`src/rtl/zt_des_cuckoo_cmd_sched.sv`:
```
// ----------------------------------------------------------------------------
// zt_des_cuckoo_cmd_sched
// Upstream command scheduler for the 1-search/1-update cuckoo table.
// Buffers a unified search/insert/delete command stream in a small in-order
// queue. It dispatches the queue head to the table search_0 or update_1 port.
// It inserts a forced idle cycle after MAXBURST back-to-back searches so the
// table update FIFO can drain. It returns tagged responses in command order.
//
// Ports
//   clk, rst                 clock, synchronous active-high reset
//   i_cmd_vld / o_cmd_rdy    command handshake (o_cmd_rdy = queue not full)
//   i_cmd_op                 0=search 1=insert 2=delete 3=reserved (error)
//   i_cmd_key/dat/tag        command key, insert data, caller tag
//   o_rsp_vld/tag/hit/dat/err  in-order response, 1-cycle pulse
//   i_tbl_ready              table ready; no dispatch while low
//   o_search_0, o_sr_key_0   table search strobe and key
//   i_sr_hit_0, i_sr_dout_0  table search result, SRCH_LAT cycles after strobe
//   o_update_1, o_up_key_1, o_up_din_1, o_up_del_1   table update port
//   i_up_bp_1                table update backpressure
// ----------------------------------------------------------------------------
module zt_des_cuckoo_cmd_sched #(
    parameter int unsigned KYWIDTH  = 5,
    parameter int unsigned DTWIDTH  = 1,
    parameter int unsigned TAGWIDTH = 4,
    parameter int unsigned CMDDEPTH = 4,
    parameter int unsigned SRCH_LAT = 2,
    parameter int unsigned MAXBURST = 4
) (
    input  logic                clk,
    input  logic                rst,
    input  logic                i_cmd_vld,
    output logic                o_cmd_rdy,
    input  logic [1:0]          i_cmd_op,
    input  logic [KYWIDTH-1:0]  i_cmd_key,
    input  logic [DTWIDTH-1:0]  i_cmd_dat,
    input  logic [TAGWIDTH-1:0] i_cmd_tag,
    output logic                o_rsp_vld,
    output logic [TAGWIDTH-1:0] o_rsp_tag,
    output logic                o_rsp_hit,
    output logic [DTWIDTH-1:0]  o_rsp_dat,
    output logic                o_rsp_err,
    input  logic                i_tbl_ready,
    output logic                o_search_0,
    output logic [KYWIDTH-1:0]  o_sr_key_0,
    input  logic                i_sr_hit_0,
    input  logic [DTWIDTH-1:0]  i_sr_dout_0,
    output logic                o_update_1,
    output logic [KYWIDTH-1:0]  o_up_key_1,
    output logic [DTWIDTH-1:0]  o_up_din_1,
    output logic                o_up_del_1,
    input  logic                i_up_bp_1
);

    localparam int unsigned PTRW  = (CMDDEPTH > 1) ? $clog2(CMDDEPTH) : 1;
    localparam int unsigned CNTW  = $clog2(CMDDEPTH + 1);
    localparam int unsigned BRSTW = $clog2(MAXBURST + 1);

    localparam logic [1:0] OP_SRCH = 2'd0;
    localparam logic [1:0] OP_INS  = 2'd1;
    localparam logic [1:0] OP_DEL  = 2'd2;

    typedef struct packed {
        logic [1:0]          op;
        logic [KYWIDTH-1:0]  key;
        logic [DTWIDTH-1:0]  dat;
        logic [TAGWIDTH-1:0] tag;
    } cmd_t;

    typedef struct packed {
        logic                vld;
        logic [TAGWIDTH-1:0] tag;
        logic                srch;
        logic                err;
    } rsp_ent_t;

    // Command queue storage and pointers
    cmd_t               r_q [CMDDEPTH];
    logic [PTRW-1:0]    r_head;
    logic [PTRW-1:0]    r_tail;
    logic [CNTW-1:0]    r_count;
    logic               r_cmd_rdy;

    // Dispatch state and registered table port
    logic [BRSTW-1:0]   r_burst;
    logic               r_search_0;
    logic [KYWIDTH-1:0] r_sr_key_0;
    logic               r_update_1;
    logic [KYWIDTH-1:0] r_up_key_1;
    logic [DTWIDTH-1:0] r_up_din_1;
    logic               r_up_del_1;

    // r_port mirrors the command on the table port this cycle; the pipe
    // then delays it SRCH_LAT cycles to line up with the search result.
    rsp_ent_t           r_port;
    rsp_ent_t           r_pipe [SRCH_LAT];

    cmd_t               w_head;
    logic               w_empty;
    logic               w_push;
    logic               w_pop;
    logic               w_iss_srch;
    logic               w_iss_upd;
    logic               w_iss_err;
    logic [CNTW-1:0]    w_count_nxt;
    rsp_ent_t           w_out;

    assign w_head  = r_q[r_head];
    assign w_empty = (r_count == '0);
    assign w_push  = i_cmd_vld & r_cmd_rdy;

    // Head dispatch decision: strictly in order, one command per cycle
    always_comb begin
        w_pop      = 1'b0;
        w_iss_srch = 1'b0;
        w_iss_upd  = 1'b0;
        w_iss_err  = 1'b0;
        if (!w_empty && i_tbl_ready) begin
            case (w_head.op)
                OP_SRCH: begin
                    if (r_burst < BRSTW'(MAXBURST)) begin
                        w_pop      = 1'b1;
                        w_iss_srch = 1'b1;
                    end
                end
                OP_INS, OP_DEL: begin
                    if (!i_up_bp_1) begin
                        w_pop     = 1'b1;
                        w_iss_upd = 1'b1;
                    end
                end
                default: begin
                    w_pop     = 1'b1;
                    w_iss_err = 1'b1;
                end
            endcase
        end
    end

    // Occupancy next value; simultaneous push and pop leaves it unchanged
    always_comb begin
        w_count_nxt = r_count;
        case ({w_push, w_pop})
            2'b10:   w_count_nxt = r_count + CNTW'(1);
            2'b01:   w_count_nxt = r_count - CNTW'(1);
            default: w_count_nxt = r_count;
        endcase
    end

    // Queue payload write (data only, no reset needed)
    always_ff @(posedge clk) begin
        if (w_push) begin
            r_q[r_tail] <= '{op: i_cmd_op, key: i_cmd_key, dat: i_cmd_dat, tag: i_cmd_tag};
        end
    end

    // Control, table port and response pipe
    always_ff @(posedge clk) begin
        if (rst) begin
            r_head     <= '0;
            r_tail     <= '0;
            r_count    <= '0;
            r_cmd_rdy  <= 1'b0;
            r_burst    <= '0;
            r_search_0 <= 1'b0;
            r_sr_key_0 <= '0;
            r_update_1 <= 1'b0;
            r_up_key_1 <= '0;
            r_up_din_1 <= '0;
            r_up_del_1 <= 1'b0;
            r_port     <= '0;
            for (int i = 0; i < int'(SRCH_LAT); i++) begin
                r_pipe[i] <= '0;
            end
        end else begin
            if (w_push) begin
                r_tail <= r_tail + PTRW'(1);
            end
            if (w_pop) begin
                r_head <= r_head + PTRW'(1);
            end
            r_count   <= w_count_nxt;
            r_cmd_rdy <= (w_count_nxt != CNTW'(CMDDEPTH));

            // Any cycle without a search issue restarts the burst window
            r_burst <= w_iss_srch ? (r_burst + BRSTW'(1)) : '0;

            r_search_0 <= w_iss_srch;
            r_sr_key_0 <= w_iss_srch ? w_head.key : '0;
            r_update_1 <= w_iss_upd;
            r_up_key_1 <= w_iss_upd ? w_head.key : '0;
            r_up_din_1 <= w_iss_upd ? w_head.dat : '0;
            r_up_del_1 <= w_iss_upd & (w_head.op == OP_DEL);

            r_port.vld  <= w_pop;
            r_port.tag  <= w_pop ? w_head.tag : '0;
            r_port.srch <= w_iss_srch;
            r_port.err  <= w_iss_err;

            r_pipe[0] <= r_port;
            for (int i = 1; i < int'(SRCH_LAT); i++) begin
                r_pipe[i] <= r_pipe[i-1];
            end
        end
    end

    assign w_out = r_pipe[SRCH_LAT-1];

    assign o_cmd_rdy  = r_cmd_rdy;
    assign o_search_0 = r_search_0;
    assign o_sr_key_0 = r_sr_key_0;
    assign o_update_1 = r_update_1;
    assign o_up_key_1 = r_up_key_1;
    assign o_up_din_1 = r_up_din_1;
    assign o_up_del_1 = r_up_del_1;

    // Search result arrives on the same cycle the pipe entry emerges
    assign o_rsp_vld = w_out.vld;
    assign o_rsp_tag = w_out.tag;
    assign o_rsp_err = w_out.err;
    assign o_rsp_hit = w_out.vld & w_out.srch & i_sr_hit_0;
    assign o_rsp_dat = o_rsp_hit ? i_sr_dout_0 : '0;

endmodule

```
`config.mk`:
```
export PLATFORM = sky130hd
export DESIGN_NAME = zt_des_cuckoo_cmd_sched
export DESIGN_NICKNAME = d
export VERILOG_FILES = /design/src/rtl/zt_des_cuckoo_cmd_sched.sv
export SDC_FILE = /design/constraint.sdc
export NUM_CORES = 1
export LEC_CHECK = 0
export CAP_MARGIN = 20
export CORE_MARGIN = 2
export CORE_UTILIZATION = 28
export CTS_BUF_LIST = sky130_fd_sc_hd__clkbuf_8
export CTS_CLUSTER_SIZE = 28
export DETAILED_ROUTE_END_ITERATION = 6
export SYNTH_ARGS = -nofsm -noshare
export SYNTH_HDL_FRONTEND = slang
export SYNTH_SLANG_ARGS = --single-unit
```
`constraint.sdc`:
```
create_clock -name clk -period 9.2 [get_ports clk]
set_input_delay 2.3 -clock clk [delete_from_list [all_inputs] [get_ports clk]]
set_output_delay 2.3 -clock clk [all_outputs]
set_load 0.02 [all_outputs]
```
==> out/metrics.cfg, run 1 <==
[die]
initial_utilization_pct = 28.4
die_w_um = 114
die_area_sq_um = 13000
core_area_sq_um = 11900
chipHeight_um = 114
ios = 42
rows = 40

[setup_path]
r2r_cells = 11
required_ns = 6.90
end_kind = output pin
crit_buf_inv = 2
worstPathCellList = clkdlybuf4s50_1 > and3_1 > and2_1 > clkdlybuf4s50_1
cp-start-kind = input port
cp.arrival_ns = 3.63
ff2ff_setup_slack_ns = 5.40
crit_top_cell = clkdlybuf4s50_1
cp_slowest_cell = clkdlybuf4s50_1
critPathMaxFanout = 2
crit_type = in -> out
r2r_end = o_cmd_rdy$_SDFF_PP0_
cpLargestDelayFamily = buffers and inverters
crit_path_max_incr_delay_ns = 0.60

[power]
swShare_pct = 27.2
p_comb_share_pct = 18.4
powerDensity_nw_per_um2 = 235
ir_drop_v = 0.0000665
p_switching_mw = 0.264
p_int_mw = 0.708
leakagePower_nw = 1.44
clkPwrFrac_pct = 27.9
seqPwrFrac_pct = 53.7

[finish]
n_fill_cell = 1143
diodes = 0
post-route-util_pct = 34.7
num-nets-final = 282
syn_to_final_growth_pct = 22.4
drive_gt1_share_pct = 12.4

[logic_synthesis]
yosysTopAreaCell = edfxtp_1
syn_area_sq_um = 3380
synth_warnings = 0
netlist_instances = 209
syn_nets = 238
ys_seq_area_share_pct = 70.5
synth_cell_types = 35
synth_area_leaders = edfxtp_1 43%, dfxtp_1 28%, mux4_2 8.0%
synth_top_area_share_pct = 42.6
synth_area_per_cell_sq_um = 16.2
synth_seq_cells = 95

[cts]
cts_tree = done
holdBufCountCts = 0
path_clk_slew_ns = 0.09
cts_buffer_depth = 2
post-cts-setup-buffers = 0
clock_sinks = 95
cts-resized-gates = 0
cts_buffers = 9
clock_latency_ns = 0.35
root_buffer = clkbuf_8
cts_max_level = 3

[grt]
grt_start_max_net_pins = 29
antenna_found_initial = 0
grt_overflow_total = 0
track_usage_pct = 9.24
grt_pass1_wl_mm = 8.74
first_global_vias = 1698

[routing]
ant_nets = 0
viasPerCell = 4.15
dr.pass1.iters = 3
wirelength_mm = 5.55
wl_per_cell_um = 13.7
first_iter_violations = 96
route.detailed.drc = 0
route.vias.total = 1679

[sta]
setup-tns-final_ns = 0
period_share_pct = 64.5
tightestPinTransition_ns = 0.821
finalSetupViolations = 0
fmax_mhz = 169
clock_skew_ns = 0.00802
rsz0062_at_grt = false
layout_min_cycle_time_ns = 5.93
finalHoldViolCount = 0
slew_headroom_pct = 45.2
drv_slew = 0
whs_ns = 0.434

[hold_path]
min_to = r_pipe[0][3]$_SDFF_PP0_
hp-class = reg -> reg
hold_depth = 1
worstHoldStart = r_port[3]$_SDFF_PP0_

[placement]
detailed_place_hpwl_mm = 3.60
port_buffers = 41
gp_congestion = 0.670

[run_status]
status = completed

[run]
max-cap-violations = 0

per-stage QoR:
stage	area (sq um)	power, mW	instances	setup slack (ns)
after floorplan	3380	0.656	209	4.06
after global routing	4140	1.02	405	3.23
after global placement	3920	0.709	388	3.28
after CTS	4110	0.983	404	3.26
after detailed placement	3920	0.713	388	3.26
final	4140	0.972	405	3.27
final cells by class:
cell class	count	area, sq um	share of cell area [%]
timing repair buffer	42	435	10.5
sequential	95	2380	57.6
clock inverter	7	71.3	1.72
multi-input combinational	95	902	21.8
clock buffer	9	124	2.99
inverter	10	37.5	0.907
tap	147	184	4.45
registers in the layout (all words and copies together) (netlist names), named ones only:
register,count
r_q,48
o_up_del_1,1
o_sr_key_0,5
o_up_key_1,5
r_count,3
r_burst,3
r_port,7
o_cmd_rdy,1
r_head,2
r_tail,2
o_update_1,1
o_up_din_1,1
r_pipe,14
how the worst max path moves through the flow:
stage | start | to | slack, ns | cells past startpoint
CTS | i_sr_hit_0 | o_rsp_dat | 3.26 | 4
global placement | i_sr_hit_0 | o_rsp_dat | 3.28 | 4
detailed placement | i_sr_hit_0 | o_rsp_dat | 3.26 | 4
finish | i_sr_hit_0 | o_rsp_dat | 3.27 | 4
floorplan | i_sr_hit_0 | o_rsp_dat | 4.06 | 2
global route | i_sr_hit_0 | o_rsp_dat | 3.23 | 4
synthesized netlist by cell type, drive strengths merged:
master,count
a211oi,1
a21oi,2
a311o,1
a31oi,1
and2,15
and3,5
buf,8
clkbuf,1
dfxtp,47
edfxtp,48
fa,1
ha,9
inv,10
mux2,3
mux4,12
nand2,2
nand2b,2
nand3,1
nor2,4
nor2b,23
nor3,3
nor4,1
o21ai,1
o311ai,2
o31a,1
o31ai,1
or3,1
xnor2,1
xor2,2
worst register-to-register path, stage by stage (launching register included):
cell and delay (ns):
dfxtp_1 0.86, mux4_2 0.62, inv_1 0.11, ha_1 0.16, nand2b_1 0.11, a31oi_2 0.30
ha_1 0.23, inv_1 0.07, fa_1 0.39, xor2_1 0.16, or3_1 0.33, a311o_1 0.35
power by group through the flow:
stage	Combinational (mW)	Clock [mW]	Sequential, mW
after floorplan	0.131	0	0.525
after global placement	0.176	0	0.533
after detailed placement	0.179	0	0.534
after CTS	0.180	0.278	0.525
after global routing	0.198	0.296	0.531
final	0.178	0.271	0.522
cell families (layout without fill, tap and decap cells):
kind of cell / count (synthesis) / in the layout / share of synthesized area, %
AOI/OAI and AO/OA: 10 / 10 / 2.74
xor gates and xnor gates: 3 / 3 / 0.777
adders and majority gates: 10 / 10 / 3.92
buffers and inverters: 19 / 68 / 2.85
DFF: 95 / 95 / 70.5
muxes: 15 / 15 / 8.99
and+or+nand+nor: 57 / 57 / 10.3
cells in the final DEF (no fill, tap or decap), drive strengths merged, types with 3 or more instances in the layout:
| cell type | instances |
|---|---|
| mux4 | 12 |
| nor3 | 3 |
| dfxtp | 47 |
| clkinv | 4 |
| nor2b | 23 |
| inv | 11 |
| and2 | 15 |
| nor2 | 4 |
| edfxtp | 48 |
| mux2 | 3 |
| clkbuf | 10 |
| and3 | 5 |
| ha | 9 |
| clkdlybuf4s50 | 41 |
layer usage:
metal | vias to the layer above | GRT usage (%) | part of all wire, %
li1 | 827 | - | -
met1 | 805 | 11.5 | 46
met2 | 37 | 14.3 | 47
met3 | 10 | 3.19 | 4.7
met4 | 0 | 4.63 | 2.0
met5 | - | 0 | 0
(Power assumes the default switching activity.)
==> run 2: changes to the inputs <==
Clock period 9.2 ns to 4.8 ns, I/O delays scaled along.
==> out/metrics.cfg, run 2 (synthesized netlist as in run 1, its figures left out) <==
[die]
core_area_sq_um = 11900  ; unchanged
die_area_sq_um = 13000  ; unchanged
die_w_um = 114  ; unchanged
rows = 40  ; unchanged
chipHeight_um = 114  ; unchanged
initial_utilization_pct = 28.4  ; unchanged
ios = 42  ; unchanged

[cts]
cts_buffers = 9  ; unchanged
cts-resized-gates = 0  ; unchanged
root_buffer = clkbuf_8
path_clk_slew_ns = 0.09  ; about the same
holdBufCountCts = 0  ; unchanged
post-cts-setup-buffers = 0  ; unchanged
cts_max_level = 3  ; unchanged
cts_buffer_depth = 2  ; unchanged
cts_tree = done
clock_sinks = 95  ; unchanged
clock_latency_ns = 0.36  ; about the same

[run_status]
status = completed

[setup_path]
crit_path_max_incr_delay_ns = 0.59  ; about the same
required_ns = 3.60  ; -3.30 ns
critPathMaxFanout = 2  ; unchanged
crit_buf_inv = 2  ; unchanged
cp.arrival_ns = 2.54  ; -1.09 ns
worstPathCellList = clkdlybuf4s50_1 > and3_1 > and2_1 > clkdlybuf4s50_1
cpLargestDelayFamily = buffers and inverters
cp_slowest_cell = clkdlybuf4s50_1
cp-start-kind = input port
crit_type = in -> out
end_kind = output pin
crit_top_cell = clkdlybuf4s50_1

[placement]
port_buffers = 41  ; unchanged
gp_congestion = 0.668  ; -0.27%
detailed_place_hpwl_mm = 3.73  ; +3.4%
dp.cells = 390  ; +0.52%
place_area_sq_um = 3930  ; +0.38%
dpl_worst_slack_ns = 1.02  ; -2.24 ns

[grt]
first_global_vias = 1704  ; +0.35%
track_usage_pct = 9.40  ; +0.16 points
antenna_found_initial = 0  ; unchanged
grt_pass1_wl_mm = 8.98  ; +2.8%
grt_overflow_total = 0  ; unchanged
grt_start_max_net_pins = 21  ; -28%

[finish]
drive_gt1_share_pct = 12.7  ; +0.34 points
regMostFlops = r_q
num-nets-final = 283  ; +0.35%
postLayoutCellArea_sq_um = 4110  ; -0.76%
reg.largest.list = r_q x48, r_pipe x14, r_port x7
syn_to_final_growth_pct = 21.4
diodes = 0  ; unchanged
layout_commonest_cell = edfxtp_1
layout_common_cells = 48 x edfxtp_1, 47 x dfxtp_1, 41 x clkdlybuf4s50_1
stdcell_count = 406  ; +0.25%
largest_reg_flops = 48  ; unchanged

[sta]
tightestPinTransition_ns = 0.696  ; -0.125 ns
drv_slew = 0  ; unchanged
period_share_pct = 77.9
setup-tns-final_ns = 0  ; unchanged
layout_min_cycle_time_ns = 3.74
rsz0062_at_grt = false
setup_slack_ns = 1.06  ; -2.20 ns
clock_skew_ns = 0.00904  ; +0.00102 ns
finalHoldViolCount = 0  ; unchanged
slew_headroom_pct = 53.6  ; +8.4 points
fmax_mhz = 268
finalSetupViolations = 0  ; unchanged

[routing]
ant_nets = 0  ; unchanged
route.vias.total = 1663  ; -0.95%
wirelength_mm = 5.57  ; +0.49%
first_iter_violations = 94  ; -2.1%
dr.pass1.iters = 4  ; +1
wl_per_cell_um = 13.7  ; +0.24%
route.detailed.drc = 0  ; unchanged
viasPerCell = 4.10  ; -1.2%

[power]
leakagePower_nw = 1.44  ; -0.12%
finalPower_mw = 1.82  ; +87%
powerDensity_nw_per_um2 = 443  ; +88%
ir_drop_v = 0.000133  ; +100%

[hold_path]
hp-class = reg -> reg

[run]
max-cap-violations = 0  ; unchanged

## run 2: layout make-up
cell class / instances / area [sq um]
Sequential cell: 95 / 2380
Tap cell: 147 / 184
Timing Repair Buffer: 43 / 425
Clock inverter: 6 / 36.3
Fill cell: 1165 / 7810
Multi-Input combinational cell: 95 / 902
Clock buffer: 10 / 138
Inverter: 10 / 37.5
## run 2: worst reg2reg max path: stages (launching register included)
cell and delay, ns:
dfxtp_1 0.72, mux4_2 0.34, inv_1 0.06, ha_1 0.29
nand2b_1 0.10, a31oi_2 0.26, ha_1 0.23, inv_1 0.06
fa_1 0.37, xor2_1 0.15, or3_1 0.33, a311o_1 0.36
## run 2: power breakdown
part           total [mW]  internal (mW)  switching, mW
clock network       0.474          0.200          0.274
logic               0.354          0.176          0.178
registers           0.989          0.941         0.0480
## run 2: path summary, 6_finish.rpt
kind / depth (start not counted) / slack (ns) / from / endpoint
worst max-delay path: 4 / 1.06 / i_sr_hit_0 / o_rsp_dat
worst min-delay path: 1 / 0.44 / r_pipe[0][1]$_SDFF_PP0_ / r_pipe[0][8]$_SDFF_PP0_
worst max register to register: 11 / 1.44 / flip-flop / o_cmd_rdy$_SDFF_PP0_
worst min register to register: 1 / 0.44 / r_pipe[0][1]$_SDFF_PP0_ / r_pipe[0][8]$_SDFF_PP0_
## run 2: metal layers
metal | share of wire, % | vias up | GRT usage [%]
met3 | 5.0 | 6 | 3.99
met4 | 1.4 | 0 | 3.17
met2 | 45 | 38 | 14.5
met5 | 0 | - | 0
met1 | 49 | 791 | 11.9
li1 | - | 828 | -
## run 2: per-stage QoR
step	utilization (%)	hold WS, ns
CTS	34.5	0.442
detailed placement	33.0	0.420
global placement	33.0	0.422
global route	34.5	0.466
finish	34.5	0.440
floorplan	-	0.407
==> run 3: changes to the inputs <==
Clock period 4.8 ns to 3.6 ns, I/O delays scaled along.
==> out/metrics.cfg, run 3 (synthesized netlist as in run 1, its figures left out) <==
[finish]
drive_gt1_share_pct = 13.7  ; +1.0 points
layout_commonest_cell = edfxtp_1
stdcell_count = 409  ; +0.74%
regMostFlops = r_q
syn_to_final_growth_pct = 24.0
num-nets-final = 286  ; +1.1%
diodes = 0  ; unchanged
reg.largest.list = r_q x48, r_pipe x14, r_port x7
largest_reg_flops = 48  ; unchanged
layout_common_cells = 48 x edfxtp_1, 47 x dfxtp_1, 41 x clkdlybuf4s50_1

[placement]
gp_congestion = 0.673  ; +0.82%
port_buffers = 41  ; unchanged
dp.cells = 393  ; +0.77%
detailed_place_hpwl_mm = 3.83  ; +2.7%

[setup_path]
cp-start-kind = flip-flop
critPathMaxFanout = 6  ; +4
end_kind = flip-flop
cp.arrival_ns = 3.54  ; +1.00 ns
crit_type = reg -> reg
required_ns = 3.84  ; +0.24 ns

[grt]
grt_pass1_wl_mm = 9.17  ; +2.1%
track_usage_pct = 9.49  ; +0.089 points
first_global_vias = 1789  ; +5.0%
antenna_found_initial = 0  ; unchanged
grt_overflow_total = 0  ; unchanged
grt_start_max_net_pins = 22  ; +4.8%

[routing]
dr.pass1.iters = 4  ; unchanged
viasPerCell = 4.15  ; +1.4%
route.detailed.drc = 0  ; unchanged
first_iter_violations = 76  ; -19%
ant_nets = 0  ; unchanged
wl_per_cell_um = 13.7  ; -0.52%
wirelength_mm = 5.59  ; +0.22%
route.vias.total = 1699  ; +2.2%

[sta]
slew_headroom_pct = 42.5  ; -11 points
finalSetupViolations = 0  ; unchanged
tightestPinTransition_ns = 0.860  ; +0.164 ns
period_share_pct = 91.6
rsz0062_at_grt = false
finalHoldViolCount = 0  ; unchanged
drv_slew = 0  ; unchanged
fmax_mhz = 303
layout_min_cycle_time_ns = 3.30
setup-tns-final_ns = 0  ; unchanged
clock_skew_ns = 0.00757  ; -0.00147 ns

[cts]
post-cts-setup-buffers = 0  ; unchanged
holdBufCountCts = 0  ; unchanged
clock_latency_ns = 0.35  ; about the same
clock_sinks = 95  ; unchanged
path_clk_slew_ns = 0.09  ; about the same
cts_max_level = 3  ; unchanged
cts_buffer_depth = 2  ; unchanged
root_buffer = clkbuf_8
cts_tree = done
cts-resized-gates = 0  ; unchanged
cts_buffers = 9  ; unchanged

[die]
rows = 40  ; unchanged
ios = 42  ; unchanged
chipHeight_um = 114  ; unchanged
die_area_sq_um = 13000  ; unchanged
die_w_um = 114  ; unchanged
initial_utilization_pct = 28.4  ; unchanged
core_area_sq_um = 11900  ; unchanged

[power]
leakagePower_nw = 1.48  ; +3.0%
powerDensity_nw_per_um2 = 626  ; +41%
ir_drop_v = 0.000203  ; +52%

[run]
max-cap-violations = 0  ; unchanged

[run_status]
status = completed

[hold_path]
hp-class = reg -> reg

[run 3: where the power goes]
part	internal (mW)	switching (mW)	total [mW]	leakage (nW)
logic	0.242	0.242	0.485	0.542
clock network	0.458	0.360	0.818	0.122
registers	1.26	0.0640	1.32	0.818
[run 3: layout make-up]
class	instances	area, sq um
Tap cell	147	184
Clock buffer	9	124
Fill cell	1165	7720
Multi-Input combinational cell	95	902
Sequential cell	95	2380
Timing Repair Buffer	46	448
Clock inverter	7	114
Inverter	10	37.5
[run 3: worst paths after layout]
kind                         start               endpoint  slack [ns]  cells past startpoint
max reg2reg              flip-flop   o_cmd_rdy$_SDFF_PP0_        0.30                     11
min reg2reg  r_burst[0]$_SDFF_PP0_  r_burst[0]$_SDFF_PP0_        0.44                      1
min          r_burst[0]$_SDFF_PP0_  r_burst[0]$_SDFF_PP0_        0.44                      1
max                      flip-flop   o_cmd_rdy$_SDFF_PP0_        0.30                     11
[run 3: worst max-delay path, cell delays in order, from the launching register on]
cell and delay [ns]:
dfxtp_1 0.51, mux4_2 0.57, inv_1 0.10, ha_1 0.16, nand2b_1 0.11, a31oi_2 0.25, ha_1 0.22, inv_1 0.07
fa_1 0.38, xor2_1 0.15, or3_1 0.33, a311o_1 0.36
[run 3: per-layer routing]
metal | routed length [um] | GRT usage, % | up-vias
li1 | - | - | 836
met2 | 2490 | 14.9 | 37
met5 | 0 | 0 | -
met4 | 93 | 4.63 | 0
met3 | 246 | 2.55 | 10
met1 | 2760 | 12.2 | 816
[run 3: metrics by stage]
stage | cell area [sq um] | utilization (%) | hold WS, ns | power [mW] | setup WS (ns)
final | 4190 | 35.2 | 0.438 | 2.62 | 0.302
after floorplan | 3380 | - | 0.407 | 1.68 | 0.398
after detailed placement | 3950 | 33.2 | 0.424 | 1.84 | 0.160
after global placement | 3950 | 33.2 | 0.418 | 1.83 | 0.197
after CTS | 4190 | 35.2 | 0.445 | 2.65 | 0.264
after global routing | 4190 | 35.2 | 0.459 | 2.77 | 0.0194
